<file path="src/rtl/multicycle_control.sv">
`default_nettype none
// ============================================================================
//  Module      : multicycle_control
//  Description : Multi-cycle RV32I control unit. Sequences each instruction
//                through FETCH/DECODE/EXEC/MEM/WB, drives the datapath
//                strobes, bounds memory waits and traps on illegal opcodes
//                or bus timeouts.
//  Revision    : 1.0 - initial release
// ============================================================================
module multicycle_control #(
  parameter int MAX_WAIT = 16
) (
  input  logic       clk,
  input  logic       rst,
  input  logic [6:0] op,
  input  logic [2:0] func3,
  input  logic [6:0] func7,
  input  logic       alu_zero,
  input  logic       alu_last_bit,
  input  logic       imem_ready,
  input  logic       dmem_ready,
  output logic       imem_req,
  output logic       ir_load,
  output logic [3:0] alu_control,
  output logic       alu_a_source,
  output logic       alu_source,
  output logic [2:0] imm_source,
  output logic       mem_read,
  output logic       mem_write,
  output logic       reg_write,
  output logic [1:0] result_source,
  output logic       pc_write,
  output logic [1:0] pc_source,
  output logic       retire,
  output logic       trap,
  output logic [1:0] trap_cause
);

  // A zero-width counter is illegal, so MAX_WAIT=0 still gets one bit.
  localparam int c_cnt_w = (MAX_WAIT > 0) ? $clog2(MAX_WAIT + 1) : 1;
  localparam logic [c_cnt_w-1:0] c_wait_limit = c_cnt_w'(MAX_WAIT);

  localparam logic [6:0] c_op_op     = 7'b0110011;
  localparam logic [6:0] c_op_imm    = 7'b0010011;
  localparam logic [6:0] c_op_load   = 7'b0000011;
  localparam logic [6:0] c_op_store  = 7'b0100011;
  localparam logic [6:0] c_op_branch = 7'b1100011;
  localparam logic [6:0] c_op_jal    = 7'b1101111;
  localparam logic [6:0] c_op_jalr   = 7'b1100111;
  localparam logic [6:0] c_op_lui    = 7'b0110111;
  localparam logic [6:0] c_op_auipc  = 7'b0010111;

  localparam logic [3:0] c_alu_add  = 4'd0;
  localparam logic [3:0] c_alu_sub  = 4'd1;
  localparam logic [3:0] c_alu_and  = 4'd2;
  localparam logic [3:0] c_alu_or   = 4'd3;
  localparam logic [3:0] c_alu_xor  = 4'd4;
  localparam logic [3:0] c_alu_slt  = 4'd5;
  localparam logic [3:0] c_alu_sltu = 4'd6;
  localparam logic [3:0] c_alu_sll  = 4'd7;
  localparam logic [3:0] c_alu_srl  = 4'd8;
  localparam logic [3:0] c_alu_sra  = 4'd9;

  localparam logic [2:0] c_imm_i = 3'd0;
  localparam logic [2:0] c_imm_s = 3'd1;
  localparam logic [2:0] c_imm_b = 3'd2;
  localparam logic [2:0] c_imm_j = 3'd3;
  localparam logic [2:0] c_imm_u = 3'd4;

  localparam logic [1:0] c_res_alu  = 2'b00;
  localparam logic [1:0] c_res_mem  = 2'b01;
  localparam logic [1:0] c_res_link = 2'b10;
  localparam logic [1:0] c_res_imm  = 2'b11;

  localparam logic [1:0] c_pc_plus4 = 2'b00;
  localparam logic [1:0] c_pc_imm   = 2'b01;
  localparam logic [1:0] c_pc_alu   = 2'b10;

  localparam logic [1:0] c_cause_illegal = 2'b01;
  localparam logic [1:0] c_cause_timeout = 2'b10;

  typedef enum logic [2:0] {
    S_FETCH  = 3'd0,
    S_DECODE = 3'd1,
    S_EXEC   = 3'd2,
    S_MEM    = 3'd3,
    S_WB     = 3'd4,
    S_TRAP   = 3'd5
  } state_t;

  state_t               r_state;
  state_t               w_next;
  logic [c_cnt_w-1:0]   r_wait;
  logic [1:0]           r_cause;
  logic [1:0]           w_cause;
  logic [3:0]           w_alu_ctl;
  logic                 w_alu_a_pc;
  logic                 w_alu_b_imm;
  logic [2:0]           w_imm_sel;
  logic                 w_op_legal;
  logic                 w_br_taken;
  logic                 w_br_illegal;
  logic                 w_timeout;
  logic                 w_wait_inc;
  logic                 w_unused;

  // Only func7[5] distinguishes SUB/SRA; the remaining bits are don't-care.
  assign w_unused     = ^{func7[6], func7[4:0]};
  assign w_br_illegal = (func3[2:1] == 2'b01);
  assign w_timeout    = (MAX_WAIT != 0) && (r_wait == c_wait_limit);
  assign w_wait_inc   = ((r_state == S_FETCH) && !imem_ready) ||
                        ((r_state == S_MEM)   && !dmem_ready);

  // Opcode decode: ALU operation and operand/immediate selection, held from EXEC through WB.
  always_comb begin
    w_alu_ctl   = c_alu_add;
    w_alu_a_pc  = 1'b0;
    w_alu_b_imm = 1'b0;
    w_imm_sel   = c_imm_i;
    w_op_legal  = 1'b1;
    case (op)
      c_op_op, c_op_imm: begin
        w_alu_b_imm = (op == c_op_imm);
        case (func3)
          3'b000:  w_alu_ctl = ((op == c_op_op) && func7[5]) ? c_alu_sub : c_alu_add;
          3'b001:  w_alu_ctl = c_alu_sll;
          3'b010:  w_alu_ctl = c_alu_slt;
          3'b011:  w_alu_ctl = c_alu_sltu;
          3'b100:  w_alu_ctl = c_alu_xor;
          3'b101:  w_alu_ctl = func7[5] ? c_alu_sra : c_alu_srl;
          3'b110:  w_alu_ctl = c_alu_or;
          default: w_alu_ctl = c_alu_and;
        endcase
      end
      c_op_load:  w_alu_b_imm = 1'b1;
      c_op_store: begin
        w_alu_b_imm = 1'b1;
        w_imm_sel   = c_imm_s;
      end
      c_op_branch: begin
        w_imm_sel = c_imm_b;
        w_alu_ctl = func3[2] ? (func3[1] ? c_alu_sltu : c_alu_slt) : c_alu_sub;
      end
      c_op_jal:  w_imm_sel = c_imm_j;
      c_op_jalr: w_alu_b_imm = 1'b1;
      c_op_lui:  w_imm_sel = c_imm_u;
      c_op_auipc: begin
        w_alu_a_pc  = 1'b1;
        w_alu_b_imm = 1'b1;
        w_imm_sel   = c_imm_u;
      end
      default: w_op_legal = 1'b0;
    endcase
  end

  // Branch outcome from the ALU flags; odd func3 codes invert the condition.
  always_comb begin
    case (func3)
      3'b000:         w_br_taken = alu_zero;
      3'b001:         w_br_taken = !alu_zero;
      3'b100, 3'b110: w_br_taken = alu_last_bit;
      3'b101, 3'b111: w_br_taken = !alu_last_bit;
      default:        w_br_taken = 1'b0;
    endcase
  end

  // Next-state and strobe generation; every output is forced low while rst is high.
  always_comb begin
    w_next        = r_state;
    w_cause       = 2'b00;
    imem_req      = 1'b0;
    ir_load       = 1'b0;
    alu_control   = c_alu_add;
    alu_a_source  = 1'b0;
    alu_source    = 1'b0;
    imm_source    = c_imm_i;
    mem_read      = 1'b0;
    mem_write     = 1'b0;
    reg_write     = 1'b0;
    result_source = c_res_alu;
    pc_write      = 1'b0;
    pc_source     = c_pc_plus4;
    retire        = 1'b0;
    trap          = 1'b0;
    trap_cause    = 2'b00;
    if (rst) begin
      w_next = S_FETCH;
    end else begin
      if ((r_state == S_EXEC) || (r_state == S_MEM) || (r_state == S_WB)) begin
        alu_control  = w_alu_ctl;
        alu_a_source = w_alu_a_pc;
        alu_source   = w_alu_b_imm;
        imm_source   = w_imm_sel;
      end
      case (r_state)
        S_FETCH: begin
          imem_req = 1'b1;
          if (imem_ready) begin
            ir_load = 1'b1;
            w_next  = S_DECODE;
          end else if (w_timeout) begin
            w_next  = S_TRAP;
            w_cause = c_cause_timeout;
          end
        end
        S_DECODE: begin
          if (w_op_legal) begin
            w_next = S_EXEC;
          end else begin
            w_next  = S_TRAP;
            w_cause = c_cause_illegal;
          end
        end
        S_EXEC: begin
          case (op)
            c_op_load, c_op_store: w_next = S_MEM;
            c_op_op, c_op_imm, c_op_lui, c_op_auipc: w_next = S_WB;
            c_op_branch: begin
              if (w_br_illegal) begin
                w_next  = S_TRAP;
                w_cause = c_cause_illegal;
              end else begin
                pc_write  = 1'b1;
                retire    = 1'b1;
                pc_source = w_br_taken ? c_pc_imm : c_pc_plus4;
                w_next    = S_FETCH;
              end
            end
            c_op_jal, c_op_jalr: begin
              reg_write     = 1'b1;
              result_source = c_res_link;
              pc_write      = 1'b1;
              retire        = 1'b1;
              pc_source     = (op == c_op_jal) ? c_pc_imm : c_pc_alu;
              w_next        = S_FETCH;
            end
            default: begin
              w_next  = S_TRAP;
              w_cause = c_cause_illegal;
            end
          endcase
        end
        S_MEM: begin
          mem_write = (op == c_op_store);
          mem_read  = (op != c_op_store);
          if (dmem_ready) begin
            if (op == c_op_store) begin
              pc_write = 1'b1;
              retire   = 1'b1;
              w_next   = S_FETCH;
            end else begin
              w_next = S_WB;
            end
          end else if (w_timeout) begin
            w_next  = S_TRAP;
            w_cause = c_cause_timeout;
          end
        end
        S_WB: begin
          reg_write     = 1'b1;
          pc_write      = 1'b1;
          retire        = 1'b1;
          result_source = (op == c_op_load) ? c_res_mem :
                          (op == c_op_lui)  ? c_res_imm : c_res_alu;
          w_next        = S_FETCH;
        end
        S_TRAP: begin
          trap       = 1'b1;
          trap_cause = r_cause;
        end
        default: w_next = S_FETCH;
      endcase
    end
  end

  // State register, wait counter (cleared on every state change) and latched trap cause.
  always_ff @(posedge clk) begin
    if (rst) begin
      r_state <= S_FETCH;
      r_wait  <= '0;
      r_cause <= 2'b00;
    end else begin
      r_state <= w_next;
      if (w_next != r_state) begin
        r_wait <= '0;
      end else if (w_wait_inc) begin
        r_wait <= r_wait + c_cnt_w'(1);
      end
      if ((w_next == S_TRAP) && (r_state != S_TRAP)) begin
        r_cause <= w_cause;
      end
    end
  end

endmodule
`default_nettype wire

</file>
<file path="config.mk">
export PLATFORM = sky130hd
export DESIGN_NAME = multicycle_control
export DESIGN_NICKNAME = d
export VERILOG_FILES = /design/src/rtl/multicycle_control.sv
export SDC_FILE = /design/constraint.sdc
export NUM_CORES = 1
export LEC_CHECK = 0
export ABC_AREA = 1
export BUFFER_PORTS_ARGS = -buffer_cell sky130_fd_sc_hd__buf_4
export CAP_MARGIN = 30
export CORE_UTILIZATION = 40
export DETAILED_ROUTE_END_ITERATION = 16
export PLACE_DENSITY = 0.69
export SLEW_MARGIN = 25
export SYNTH_ARGS = -nofsm -noshare
export SYNTH_HDL_FRONTEND = slang
export SYNTH_SLANG_ARGS = --single-unit
export TNS_END_PERCENT = 30
</file>
<file path="constraint.sdc">
create_clock -name clk -period 1.5 [get_ports clk]
set_input_delay 0.15 -clock clk [delete_from_list [all_inputs] [get_ports clk]]
set_output_delay 0.15 -clock clk [all_outputs]
set_load 0.01 [all_outputs]
</file>
==> out/qor.yml <==
synth.avg_cell_area_sq_um: 5.875
rsz0062_at_grt: "true"
area_growth_pct: 80.27
p_total_mw: 1.031
critPathLaunchType: "flop"
leakagePower_nw: 1.086
synth_nets: 242
multi_input_area_sq_um: 1105
htreeDepth: 1
grt_pass1_wl_um: 7231
hold_ws_ps: 212.1
cp_max_fo: 4
critPathKind: "flop to primary output"
synth_area_sq_um: 1275
grt_pass1_vias: 1714
worst_path_most_repeated_cell: "buf_4"
min_path_cells: 2
maxCapViolCount: 0
vias_per_cell: 5.133
slowest_delay_ps: 400
yosysSeqAreaShare_pct: 15.70
dp.cells: 338
path_cells: "buf_6, nand3_4, inv_1, buf_4, o21ai_0, a31oi_4, buf_4"
cts-buffers-inserted: 3
io_pins: 46
period_share_pct: 114.6
critPathSlowestCell: "dfxtp_4"
skew_ps: 1.058
end_kind: "primary output"
fill_cells: 206
drive_gt1_share_pct: 56.77
hp-class: "primary input to flop"
regArea_sq_um: 212.7
wire_per_inst_um: 13.79
clk_pin_slew_worst_paths_ps: 70
dp_worst_setup_slack_ps: -133.7
holdCritStartpoint: "rst"
r2r_slack_ps: -150
rows: 20
clock-sinks: 10
worstPathArrival_ps: 1570
fp.dieW_um: 58.46
wirelength_um: 4784
diodes: 0
root_buffer: "clkbuf_4"
setup_viol: 26
drt_iter0_drc: 100
hold_viol: 0
ir_drop_uv: 586.9
pwr_density_cell_nw_per_um2: 448.5
num_vias: 1781
slew_headroom_pct: 74.37
tightestPinTransition_ps: 380.5
dp_hpwl_um: 3063
core-area_sq_um: 3028
dieArea_sq_um: 3417
gp_congestion: 0.9096
track_usage_pct: 27.09
synth_cells: 217
max_freq_mhz: 581.8
finalSetupTns_ps: -3281
status: "finished with violations"
cts.path.max_buffers: 2
gr-total-overflow: 0
yosys.cell_types.count: 31
antenna_found_initial: 0
fin_util_pct: 75.91
final_cells: 347
cts_tree: "yes"
worst_r2r_startpoint: "r_wait[0]"
r2r_cells: 12
hold-path-endpoint: "r_state[0]"
initial_core_util_pct: 42.11
synth-seq-cells: 10
fin_crit_ps: 1719
insertion_delay_ps: 270
required_ps: 1350
design_area_sq_um: 2298
slew_viol_final: 0
setup_slack_ps: -218.9
ys_warn_count: 0
grt_max_degree: 11
route.detailed.drc: 0
nets: 330
violations: "setup timing"
first_pass_iters: 4
place_area_sq_um: 1931
postRouteAntennaNets: 0
die-height_um: 58.46
numPortBuffers: 39
r2r_end: "r_wait[3]"
## per-layer routing
metal,vias to the layer above,GRT usage [%],share of wire (%)
met5,-,0,0
met4,0,8.503,2.4
met3,13,4.396,4.5
met2,56,50.08,54
met1,850,31.77,39
li1,862,-,-
## synthesized netlist by cell type, drive strengths merged
cell    number  share of area, %
a211o        1              0.69
buf          2               1.2
a221oi       1              0.69
nand2       53                19
xor2         1              0.69
a21oi       13               5.1
a31oi        3               1.5
clkbuf       1              0.29
nor4         1              0.49
o211ai       2               2.3
nor2        44                18
and2         1              0.49
ha           2               2.0
o21ai        5               2.0
nand4        7               3.4
xnor2        3               2.1
inv         43                13
dfxtp       10                16
nand3       16               8.4
nor3         7               2.7
a21boi       1              0.59
## worst max path at each step
stage | start | end | slack (ps) | depth (start not counted)
6_report | r_state[1] | pc_write | -220 | 7
5_1_grt | r_state[1] | pc_write | -260 | 7
4_1_cts | r_state[0] | result_source[1] | -140 | 8
3_5_place_dp | r_wait[0] | r_wait[3] | -130 | 12
3_3_place_gp | r_wait[0] | r_wait[1] | -80 | 13
2_1_floorplan | op[4] | result_source[1] | 6 | 8
## state kept, by name (all words and copies together), names as in the netlist
| signal | flops |
|---|---|
| r_cause | 2 |
| r_state | 3 |
| r_wait | 5 |
## layout make-up
class                      instances  share of cell area (%)
tap                               44                   2.395
multi-input combinational        161                   48.07
inverter                          43                   7.676
clock buffer                       3                  0.9799
timing repair buffer              86                   31.63
sequential                        10                   9.254
## cells in the final DEF (no fill, tap or decap), types with 4 or more instances in the layout
cell,synthesis,layout
buf_6,0,15
nand2_1,39,35
nor2_4,4,6
nor2_1,32,24
a21oi_2,0,5
nand3_1,12,6
inv_1,32,29
nand3_2,3,5
nor2_2,7,13
a21oi_1,13,6
nand3_4,1,5
nand2_2,12,13
o21ai_0,4,4
buf_4,2,69
nand2_4,2,5
dfxtp_1,10,6
nand4_1,7,7
nor3_2,0,4
inv_2,11,11
## worst max-delay path: cells and delay by family, from the launching register on
family	cells	cell delay [ps]
DFF	1	400
and+or+nand+nor	1	70
AOI/OAI and AO/OA	2	340
buffers and inverters	4	480
## power by group
group	internal [mW]	switching [mW]
clock network	0.0928	0.0979
logic	0.246	0.297
registers	0.281	0.0163
total	0.619	0.411
## logic make-up after synthesis
| logic type | Yosys count | share of synthesized area [%] |
|---|---|---|
| AND/OR/NAND/NOR | 129 | 52.70 |
| buffers and inverters | 46 | 14.13 |
| AO/OA/AOI/OAI | 26 | 12.76 |
| flip-flops | 10 | 15.70 |
| XOR/XNOR | 4 | 2.748 |
| adder cells (fa/ha/maj) | 2 | 1.962 |
## timing repair
item | CTS | global route
endpoints found under the setup margin | 28 | 30
pin swaps | 14 | 9
hold buffers | 0 | 0
resized for setup | 52 | 25
setup buffers | 5 | 1
Note: power is estimated with default switching activity, not from simulation.
